`config.mk`:
```
export PLATFORM = sky130hd
export DESIGN_NAME = condicionador_entradas
export DESIGN_NICKNAME = d
export VERILOG_FILES = /design/src/rtl/condicionador_entradas.sv
export SDC_FILE = /design/constraint.sdc
export NUM_CORES = 1
export LEC_CHECK = 0
export ABC_AREA = 1
export CAP_MARGIN = 20
export CORE_MARGIN = 4
export CORE_UTILIZATION = 38
export CTS_CLUSTER_DIAMETER = 40
export DETAILED_ROUTE_END_ITERATION = 12
export DONT_BUFFER_PORTS = 1
export PLACE_DENSITY = 0.55
export SYNTH_ARGS = -nofsm -noshare
export SYNTH_HDL_FRONTEND = slang
export SYNTH_SLANG_ARGS = --single-unit
export TNS_END_PERCENT = 30
```
`constraint.sdc`:
```
create_clock -name clock_in -period 5.04 [get_ports clock_in]
set_input_delay 0.504 -clock clock_in [delete_from_list [all_inputs] [get_ports clock_in]]
set_output_delay 0.504 -clock clock_in [all_outputs]
set_load 0.05 [all_outputs]
```
`src/rtl/condicionador_entradas.sv`:
```
// Input conditioning for the game: 2-flop synchronizers, shared switch debounce
// and a button FSM producing press, level and long-press events.
module condicionador_entradas #(
    parameter int DEB_MAX  = 250000,
    parameter int LONG_MAX = 100000000,
    parameter int N_CH     = 8
) (
    input  logic            clock_in,
    input  logic            reset_n,
    input  logic [N_CH-1:0] ch_raw,
    input  logic            btn_raw,
    output logic [N_CH-1:0] ch_out,
    output logic            ch_mudou,
    output logic            btn_nivel,
    output logic            btn_pulso,
    output logic            btn_longo
);

    localparam int DW = $clog2(DEB_MAX);
    localparam int HW = $clog2(LONG_MAX);
    localparam logic [DW-1:0] DEB_LAST  = DW'(DEB_MAX - 1);
    localparam logic [HW-1:0] LONG_LAST = HW'(LONG_MAX - 1);

    typedef enum logic [2:0] {
        SOLTO, CONF_PRESS, PRESSIONADO, LONGO, CONF_SOLTA
    } estado_e;

    logic [N_CH-1:0] ch_meta_q, s_ch_q, s_ch_ant_q;
    logic [N_CH-1:0] ch_out_q, ch_out_d;
    logic [DW-1:0]   cnt_ch_q, cnt_ch_d, cnt_ch_inc;
    logic            ch_mudou_q, ch_mudou_d;

    logic            btn_meta_q, s_btn_q, p;
    estado_e         estado_q, estado_d;
    logic [DW-1:0]   cnt_b_q, cnt_b_d, cnt_b_inc;
    logic [HW-1:0]   cnt_h_q, cnt_h_d;
    logic            longo_emitido_q, longo_emitido_d;
    logic            btn_nivel_q, btn_nivel_d;
    logic            btn_pulso_q, btn_pulso_d;
    logic            btn_longo_q, btn_longo_d;

    assign p = ~s_btn_q;

    // NOTE: sequential state uses non-blocking assignments so every flop samples
    // pre-edge values; the button chain resets to 1 because the pin idles released.
    always_ff @(posedge clock_in or negedge reset_n) begin
        if (!reset_n) begin
            ch_meta_q       <= '0;
            s_ch_q          <= '0;
            s_ch_ant_q      <= '0;
            ch_out_q        <= '0;
            cnt_ch_q        <= '0;
            ch_mudou_q      <= 1'b0;
            btn_meta_q      <= 1'b1;
            s_btn_q         <= 1'b1;
            estado_q        <= SOLTO;
            cnt_b_q         <= '0;
            cnt_h_q         <= '0;
            longo_emitido_q <= 1'b0;
            btn_nivel_q     <= 1'b0;
            btn_pulso_q     <= 1'b0;
            btn_longo_q     <= 1'b0;
        end else begin
            ch_meta_q       <= ch_raw;
            s_ch_q          <= ch_meta_q;
            s_ch_ant_q      <= s_ch_q;
            ch_out_q        <= ch_out_d;
            cnt_ch_q        <= cnt_ch_d;
            ch_mudou_q      <= ch_mudou_d;
            btn_meta_q      <= btn_raw;
            s_btn_q         <= btn_meta_q;
            estado_q        <= estado_d;
            cnt_b_q         <= cnt_b_d;
            cnt_h_q         <= cnt_h_d;
            longo_emitido_q <= longo_emitido_d;
            btn_nivel_q     <= btn_nivel_d;
            btn_pulso_q     <= btn_pulso_d;
            btn_longo_q     <= btn_longo_d;
        end
    end

    // Debounce accepts on the edge the count would reach DEB_MAX-1, giving
    // a total latency of 2+DEB_MAX edges from the first sampling edge.
    always_comb begin
        // NOTE: every output gets a default first so no path infers a latch.
        ch_out_d   = ch_out_q;
        ch_mudou_d = 1'b0;
        cnt_ch_d   = '0;
        cnt_ch_inc = cnt_ch_q + DW'(1);
        if (s_ch_q == ch_out_q || s_ch_q != s_ch_ant_q) begin
            cnt_ch_d = '0;
        end else if (cnt_ch_inc == DEB_LAST) begin
            ch_out_d   = s_ch_q;
            ch_mudou_d = 1'b1;
        end else begin
            cnt_ch_d = cnt_ch_inc;
        end
    end

    always_comb begin
        estado_d        = estado_q;
        cnt_b_d         = cnt_b_q;
        cnt_h_d         = cnt_h_q;
        longo_emitido_d = longo_emitido_q;
        cnt_b_inc       = cnt_b_q + DW'(1);
        case (estado_q)
            SOLTO: begin
                if (p) begin
                    estado_d = CONF_PRESS;
                    cnt_b_d  = '0;
                end
            end
            CONF_PRESS: begin
                if (!p) begin
                    estado_d = SOLTO;
                end else if (cnt_b_inc == DEB_LAST) begin
                    estado_d        = PRESSIONADO;
                    cnt_h_d         = '0;
                    longo_emitido_d = 1'b0;
                end else begin
                    cnt_b_d = cnt_b_inc;
                end
            end
            PRESSIONADO: begin
                // Release wins over reaching the long-press count.
                if (!p) begin
                    estado_d = CONF_SOLTA;
                    cnt_b_d  = '0;
                end else if (cnt_h_q == LONG_LAST) begin
                    estado_d        = LONGO;
                    longo_emitido_d = 1'b1;
                end else begin
                    cnt_h_d = cnt_h_q + HW'(1);
                end
            end
            LONGO: begin
                if (!p) begin
                    estado_d = CONF_SOLTA;
                    cnt_b_d  = '0;
                end
            end
            CONF_SOLTA: begin
                if (p) begin
                    estado_d = longo_emitido_q ? LONGO : PRESSIONADO;
                end else if (cnt_b_inc == DEB_LAST) begin
                    estado_d = SOLTO;
                end else begin
                    cnt_b_d = cnt_b_inc;
                end
            end
            default: estado_d = SOLTO;
        endcase
    end

    always_comb begin
        btn_pulso_d = (estado_q == CONF_PRESS) && (estado_d == PRESSIONADO);
        btn_longo_d = (estado_q == PRESSIONADO) && (estado_d == LONGO);
        btn_nivel_d = (estado_d == PRESSIONADO) || (estado_d == LONGO) ||
                      (estado_d == CONF_SOLTA);
    end

    assign ch_out    = ch_out_q;
    assign ch_mudou  = ch_mudou_q;
    assign btn_nivel = btn_nivel_q;
    assign btn_pulso = btn_pulso_q;
    assign btn_longo = btn_longo_q;

endmodule

```
==> results of run 1 <==
[worst max-delay path by stage]
| stage | start | to | slack (ps) | cells after the start |
|---|---|---|---|---|
| floorplan | cnt_ch_q[0] | cnt_ch_q[15] | 3060 | 11 |
| global placement | cnt_h_q[0] | cnt_h_q[23] | 2420 | 11 |
| detailed placement | cnt_h_q[0] | cnt_h_q[6] | 2290 | 11 |
| CTS | cnt_h_q[0] | cnt_h_q[6] | 2280 | 11 |
| global route | cnt_h_q[0] | cnt_h_q[8] | 2010 | 11 |
| finish | cnt_h_q[0] | cnt_h_q[26] | 2230 | 11 |
[state kept, by name (all words and copies together), names as in the netlist, 3 cells and up]
name,cells
s_ch_q,8
estado_q,3
ch_out,8
cnt_h_q,27
cnt_b_q,18
ch_meta_q,8
s_ch_ant_q,8
cnt_ch_q,18
[cells by family (layout without fill, tap and decap cells)]
logic type | after synthesis | count (layout) | share of synthesized area
compound gates | 36 | 36 | 0.0359
xor+xnor | 49 | 49 | 0.0721
fa+ha+maj | 5 | 5 | 0.0105
buf+inv | 100 | 97 | 0.0685
flops | 105 | 105 | 0.442
simple gates | 491 | 491 | 0.371
[layout make-up]
class                   count  area [µm²]  share of cell area
clock buffers              12         256              0.0397
clock inverters             4        62.6             0.00968
inverters                  79         297              0.0459
multi-input cells         581        2920               0.452
flip-flops and latches    105        2630               0.407
well taps                 211         264              0.0409
repair buffers              2        35.0             0.00542
[through the flow]
| step | cell area (µm²) | hold WS (ps) | util |
|---|---|---|---|
| 3_5_place_dp | 6120 | 214 | 0.401 |
| 5_1_grt | 6460 | 118 | 0.424 |
| 3_3_place_gp | 6120 | 214 | 0.401 |
| 4_1_cts | 6460 | 107 | 0.424 |
| 6_report | 6460 | 44.3 | 0.424 |
| 2_1_floorplan | 5960 | 208 | - |
[worst reg2reg max path, stage by stage (launching register included)]
cell and delay, ps:
dfrtp_1 420, ha_1 230, inv_1 130, nor3_2 80, nand2_1 110, clkinv_1 120, nand4_1 180, nand2_1 110
a21oi_4 680, nand3_4 390, nand2_1 180, nand2_1 60
[timing repair]
item                                   CTS  global route
endpoints found under the hold margin  105             0
gates resized for setup                  0             0
hold buffers                             1             0
[per-layer routing]
layer  up-vias  track usage  wire [µm]
met5         -            0          0
met4         0       0.0406        153
met3        11       0.0378        447
met2        70        0.256       6180
met1      2295        0.196       6060
li1       2509            -          -
[power groups by stage]
stage	registers (µW)	logic (µW)	clock network, µW
after detailed placement	884	55.5	0
after global placement	883	53.7	0
after CTS	867	75.6	769
after global routing	869	84.0	807
after floorplan	881	49.1	0
final	867	73.4	739
[cells in the final DEF (no fill, tap or decap), drive strengths merged, types with 12 or more instances in the layout]
cell    count
nand2     220
nor2      127
dfrtp     103
inv        78
nand4      55
nand3      49
xor2       29
nor3       26
o21ai      25
xnor2      20
clkbuf     12
==> results.md, run 1 <==
* Status: completed
* CTS Buffer Depth at 2
* Post-route setup slack at 2230 ps
* Min cycle time layout at 2810 ps
* Most used cell, CP: nand2_1
* Final setup violation count at 0
* Required @ worst endpoint at 5280 ps
* Synth top area share at 0.433
* Clock transition at path regs at roughly 70 ps
* Placeable Area at 15300 µm²
* Main synth FF type: dfrtp_1
* Setup slack at placement at 2290 ps
* RD Place Congestion at 0.905
* Drc violations at 0
* Diode count at 0
* Critical Path Sink Type: register
* Leak at 0.00274 µW
* All-Layer GR Usage at 0.152
* IO buf count at 0
* Insertion delay to the later sink of the worst-skew pair at 360 ps
* Clock net sink count at around 110
* Starting density of the core at 0.390
* Share of flip-flops with an asynchronous set or reset at 1.00
* Sw Share at 0.230
* CP bufs+invs at 2
* WS Path Type: reg2reg
* Area contributors post-synth: dfrtp_1, nand2_1, nor2_1, nand4_1, inv_1
* Detailed placement HPWL at ~9000 µm
* Via count at 4885
* Total gr overflow at 0
* Clock power share at 0.440
* Pins Over Slew Limit at 0
* Cells after Synth at just under 800
* Fmax at 356 MHz
* FF-to-FF path depth at 11
* Inst Count DP at 977
* # Post-CTS Setup Buffers at 0
* Clock skew at 9.95 ps
* Avg WL per Cell at 12.9 µm
* Die ar. at 17700 µm²
* Worst rel slew slack at 0.309
* Sequential power share at 0.516
* Final critical-path share of the clock period at 0.557
* Initial DRC count at 336
* FF-to-FF setup slack at 2230 ps
* Critical path peak fanout at 28
* Initial antenna violation count at 0
* Seq cells post-synth at 105
* Share of layout cells above drive strength 1 at 0.0600
* Cell with the most instances after synthesis: nand2_1
* Cell taking the most area after synthesis: dfrtp_1
* Post-Route WL at 12800 µm
* EDFF count, synth at 0
* H-tree depth at 3
* Vias/cell at 4.91
* Area growth from synthesis to layout at 8.51%
* Vias in the first global route at roughly 4800
* Post-Syn Area per Cell at 7.58 µm²
* Crit path launch type: register
* Worst VDD drop at between 0.15 and 0.2 mV
* Fill cells at around 1600
* Top Family by Delay on Critical Path: simple AND/OR/NAND/NOR gates
* Post-synth cell types at 38
* Post-synthesis cell area at 5960 µm²
* CP cell instances: ha_1 > inv_1 > nor3_2 > nand2_1 > clkinv_1 > nand4_1 > nand2_1 > a21oi_4 > nand3_4 > nand2_1 > nand2_1
* Count of final hold-check violations at 0
* Final nets at 794
* First-pass GRT wire length at ~23000 µm
* Setup TNS at 0 ps
* Syn Nets at 802
* Power share of the combinational group at 0.044
* CTS Buf Count at 9
* Reg-to-reg critical path startpoint: cnt_h_q[0]
* CP Data Arrival Time at 3040 ps
* Register area share after synthesis at 0.442
* Die Y-Extent at 133 µm
* CTS tree: done
* Synth Warn # at 0
* Power Internal at 1290 µW
* Post-route ant nets at 0
* Hold Path Class: in2async
* RR Endpoint: cnt_h_q[26]
* Tot Pwr at 1680 µW
* Worst-margin pin slew at 1030 ps
* Unrepaired setup endpoints after global routing: no
* Pre-antenna DRT Iters at 5
* IO Pins at 23
* Max cap viols at 0
* Pwr dens at 260 nW/µm²
* Floorplan row count at 45
* CP max stage delay at slightly below 700 ps
* Die Wd at roughly 130 µm
* Slowest library cell on the worst path: a21oi_4
* Largest net degree at the start of global routing at 106
* Sw Pwr at about 390 µW
* Post-synth top cells: nand2_1, nor2_1, dfrtp_1
* Finished Layout Cells at 994
* Root Buffer Master: clkbuf_16
Note: power is estimated with default switching activity, not from simulation.
==> inputs of run 2 (changes only) <==
clock period = 2.73 ns   (was 5.04 ns; I/O delays follow)
==> run 2 against run 1 <==
Against the previous run:
- the flow now finishes with violations (negative hold slack)
- combinational power is 58% higher
- global-route usage rose by 0.51 points
- clock skew shrank 3.9 ps
- fmax increased by 17%
- critical path depth grew 1
- critical endpoint is now ch_out[1]
- design area grew 1.8%
- sequential power is 85% higher
- largest power group unchanged
- register-to-register slack got worse by 1900 ps
- sequential share of layout area fell by 0.73 points
- wire length up 1.7%
- worst setup slack worse by 1900 ps
- worst hold slack got worse by 430 ps
- highest routed layer unchanged
==> results.md, run 2 (synthesis results as in run 1) <==
* Status: complete, but fails checks
* Failing checks: negative hold slack
* Finished Layout Cells at 1008
* Pins Over Slew Limit at 0
* Final critical-path share of the clock period at 0.879
* Top Registers: cnt_h_q (27), cnt_b_q (18), cnt_ch_q (18)
* Unrepaired setup endpoints after global routing: no
* CP bufs+invs at 0
* IO Pins at 23
* Most common cell after layout, fill and taps aside: nand2_1
* Sw Share at 0.235
* Fmax at 417 MHz
* Sw Pwr at 730 µW
* Hold_buf cts at 9
* Finished Cell Area at around 6600 µm²
* Total gr overflow at 0
* Via count at around 5000
* Clock transition at path regs at 70 ps
* Vias in the first global route at 4906
* Inst Count DP at 983
* Sequential power share at 0.514
* WS Path Type: reg2reg
* Max reg flops at 27
* Max cap viols at 0
* Root Buffer Master: clkbuf_16
* Count of final hold-check violations at roughly 110
* Worst-margin pin slew at ~570 ps
* Post-route ant nets at 0
* Power share of the combinational group at 0.037
* Drc violations at 0
* Clock net sink count at 105
* Final core occ at 0.431
* Critical Path Sink Type: register
* # Post-CTS Setup Buffers at 0
* Worst VDD drop at 0.307 mV
* Largest net degree at the start of global routing at 106
* Post-Route WL at 13100 µm
* Die Wd at 133 µm
* Top Family by Delay on Critical Path: simple AND/OR/NAND/NOR gates
* H-tree depth at 3
* IO buf count at 0
* CTS Buf Count at 9
* Clock skew at about 6.0 ps
* Worst rel slew slack at 0.623
* Initial antenna violation count at 0
* Pre-antenna DRT Iters at 5
* First-pass GRT wire length at 23300 µm
* CP cell instances: ha_1 > nand2_1 > nor2_1 > nand3_1 > xor2_1 > nand2_1 > nor2_1 > nand3_1 > nor2_4 > nand3_2 > nand2_1 > nand2_1
* Clock power share at 0.448
* CP Data Arrival Time at 2640 ps
* Insertion delay to the later sink of the worst-skew pair at about 360 ps
* Avg WL per Cell at 13.0 µm
* Crit path launch type: register
* Power Internal at 2380 µW
* Setup TNS at 0 ps
* Detailed placement HPWL at approximately 9100 µm
* Area growth from synthesis to layout at 10.5%
* Placeable Area at between 15000 and 20000 µm²
* Area after DPL at 6160 µm²
* WHS at -387 ps
* Vias/cell at 4.95
* Final setup violation count at 0
* Register bank with the most flops: cnt_h_q
* Slowest library cell on the worst path: dfrtp_1
* Critical path peak fanout at 9
* Initial DRC count at 350
* Starting density of the core at 0.390
* Final nets at about 800
* Hold Path Class: in2async
* CTS tree: done
* Die Y-Extent at around 130 µm
* Most used cell, CP: nand2_1
* Leak at 0.00280 µW
* Share of layout cells above drive strength 1 at 0.0678
* Die ar. at roughly 18000 µm²
* Required @ worst endpoint at 2970 ps
* RD Place Congestion at 0.917
* Diode count at 0
* Pwr dens at 473 nW/µm²
* Most frequent cells in the layout: nand2_1, nor2_1, dfrtp_1, inv_1, nand4_1
* CTS Buffer Depth at 2
* CP max stage delay at between 400 and 500 ps
* Min cycle time layout at 2400 ps
* Floorplan row count at between 40 and 50
* All-Layer GR Usage at 0.157
[run 2: cell count changes in the layout (fill, tap and decap cells not counted)]
| cell | previous run | this run |
|---|---|---|
| buf_16 | 1 | 0 |
| buf_4 | 1 | 7 |
| clkbuf_1 | 1 | 0 |
| clkbuf_8 | 2 | 1 |
| clkinv_4 | 1 | 0 |
| dlygate4sd3_1 | 0 | 9 |
| inv_6 | 0 | 2 |
| inv_8 | 0 | 1 |
| nand2_2 | 5 | 4 |
| nand2_4 | 1 | 2 |
| nor2_1 | 119 | 118 |
| nor2_2 | 4 | 5 |
[run 2: cell type report]
type / instances / area [µm²]
inverter: 79 / 297
sequential: 105 / 2630
tap: 211 / 264
clock buffer: 10 / 239
clock inverter: 6 / 82.6
multi-input combinational: 581 / 2930
fill: 1532 / 8680
timing repair buffer: 16 / 143
[run 2: repair_timing]
item                                    in CTS  in global routing
endpoints found under the setup margin       0                 19
gates resized for setup                      0                  2
hold endpoints to repair                   114                105
[run 2: power groups by stage]
stage	sequential, µW	clock [µW]	combinational [µW]
after CTS	1600	1450	116
after global placement	1630	0	104
after detailed placement	1630	0	106
after global routing	1600	1510	132
after floorplan	1630	0	90.6
final	1600	1390	116
[run 2: path summary, 6_finish.rpt]
| check | start | to | slack (ps) | cells past startpoint |
|---|---|---|---|---|
| setup / recovery | cnt_ch_q[0] | ch_out[1] | 330 | 12 |
| hold / removal | reset_n | cnt_ch_q[2] | -390 | 0 |
| setup reg to reg | cnt_ch_q[0] | ch_out[1] | 330 | 12 |
| hold reg to reg | ch_meta_q[7] | s_ch_q[7] | 350 | 0 |
| max in group asynchronous | reset_n | s_btn_q | 2920 | 0 |
| min in group clock_in | ch_meta_q[7] | s_ch_q[7] | 350 | 0 |
[run 2: metal layers]
| layer | up-vias | track usage | routed length (µm) |
|---|---|---|---|
| li1 | 2527 | - | - |
| met1 | 2355 | 0.210 | 6320 |
| met2 | 92 | 0.255 | 6070 |
| met3 | 13 | 0.0340 | 482 |
| met4 | 0 | 0.0486 | 184 |
| met5 | - | 0 | 0 |
[run 2: per-stage QoR]
step / worst slack, ps / power (µW)
after global placement: 277 / 1740
after CTS: 188 / 3170
after floorplan: 751 / 1720
after detailed placement: 206 / 1740
final: 331 / 3110
after global routing: 27.6 / 3240
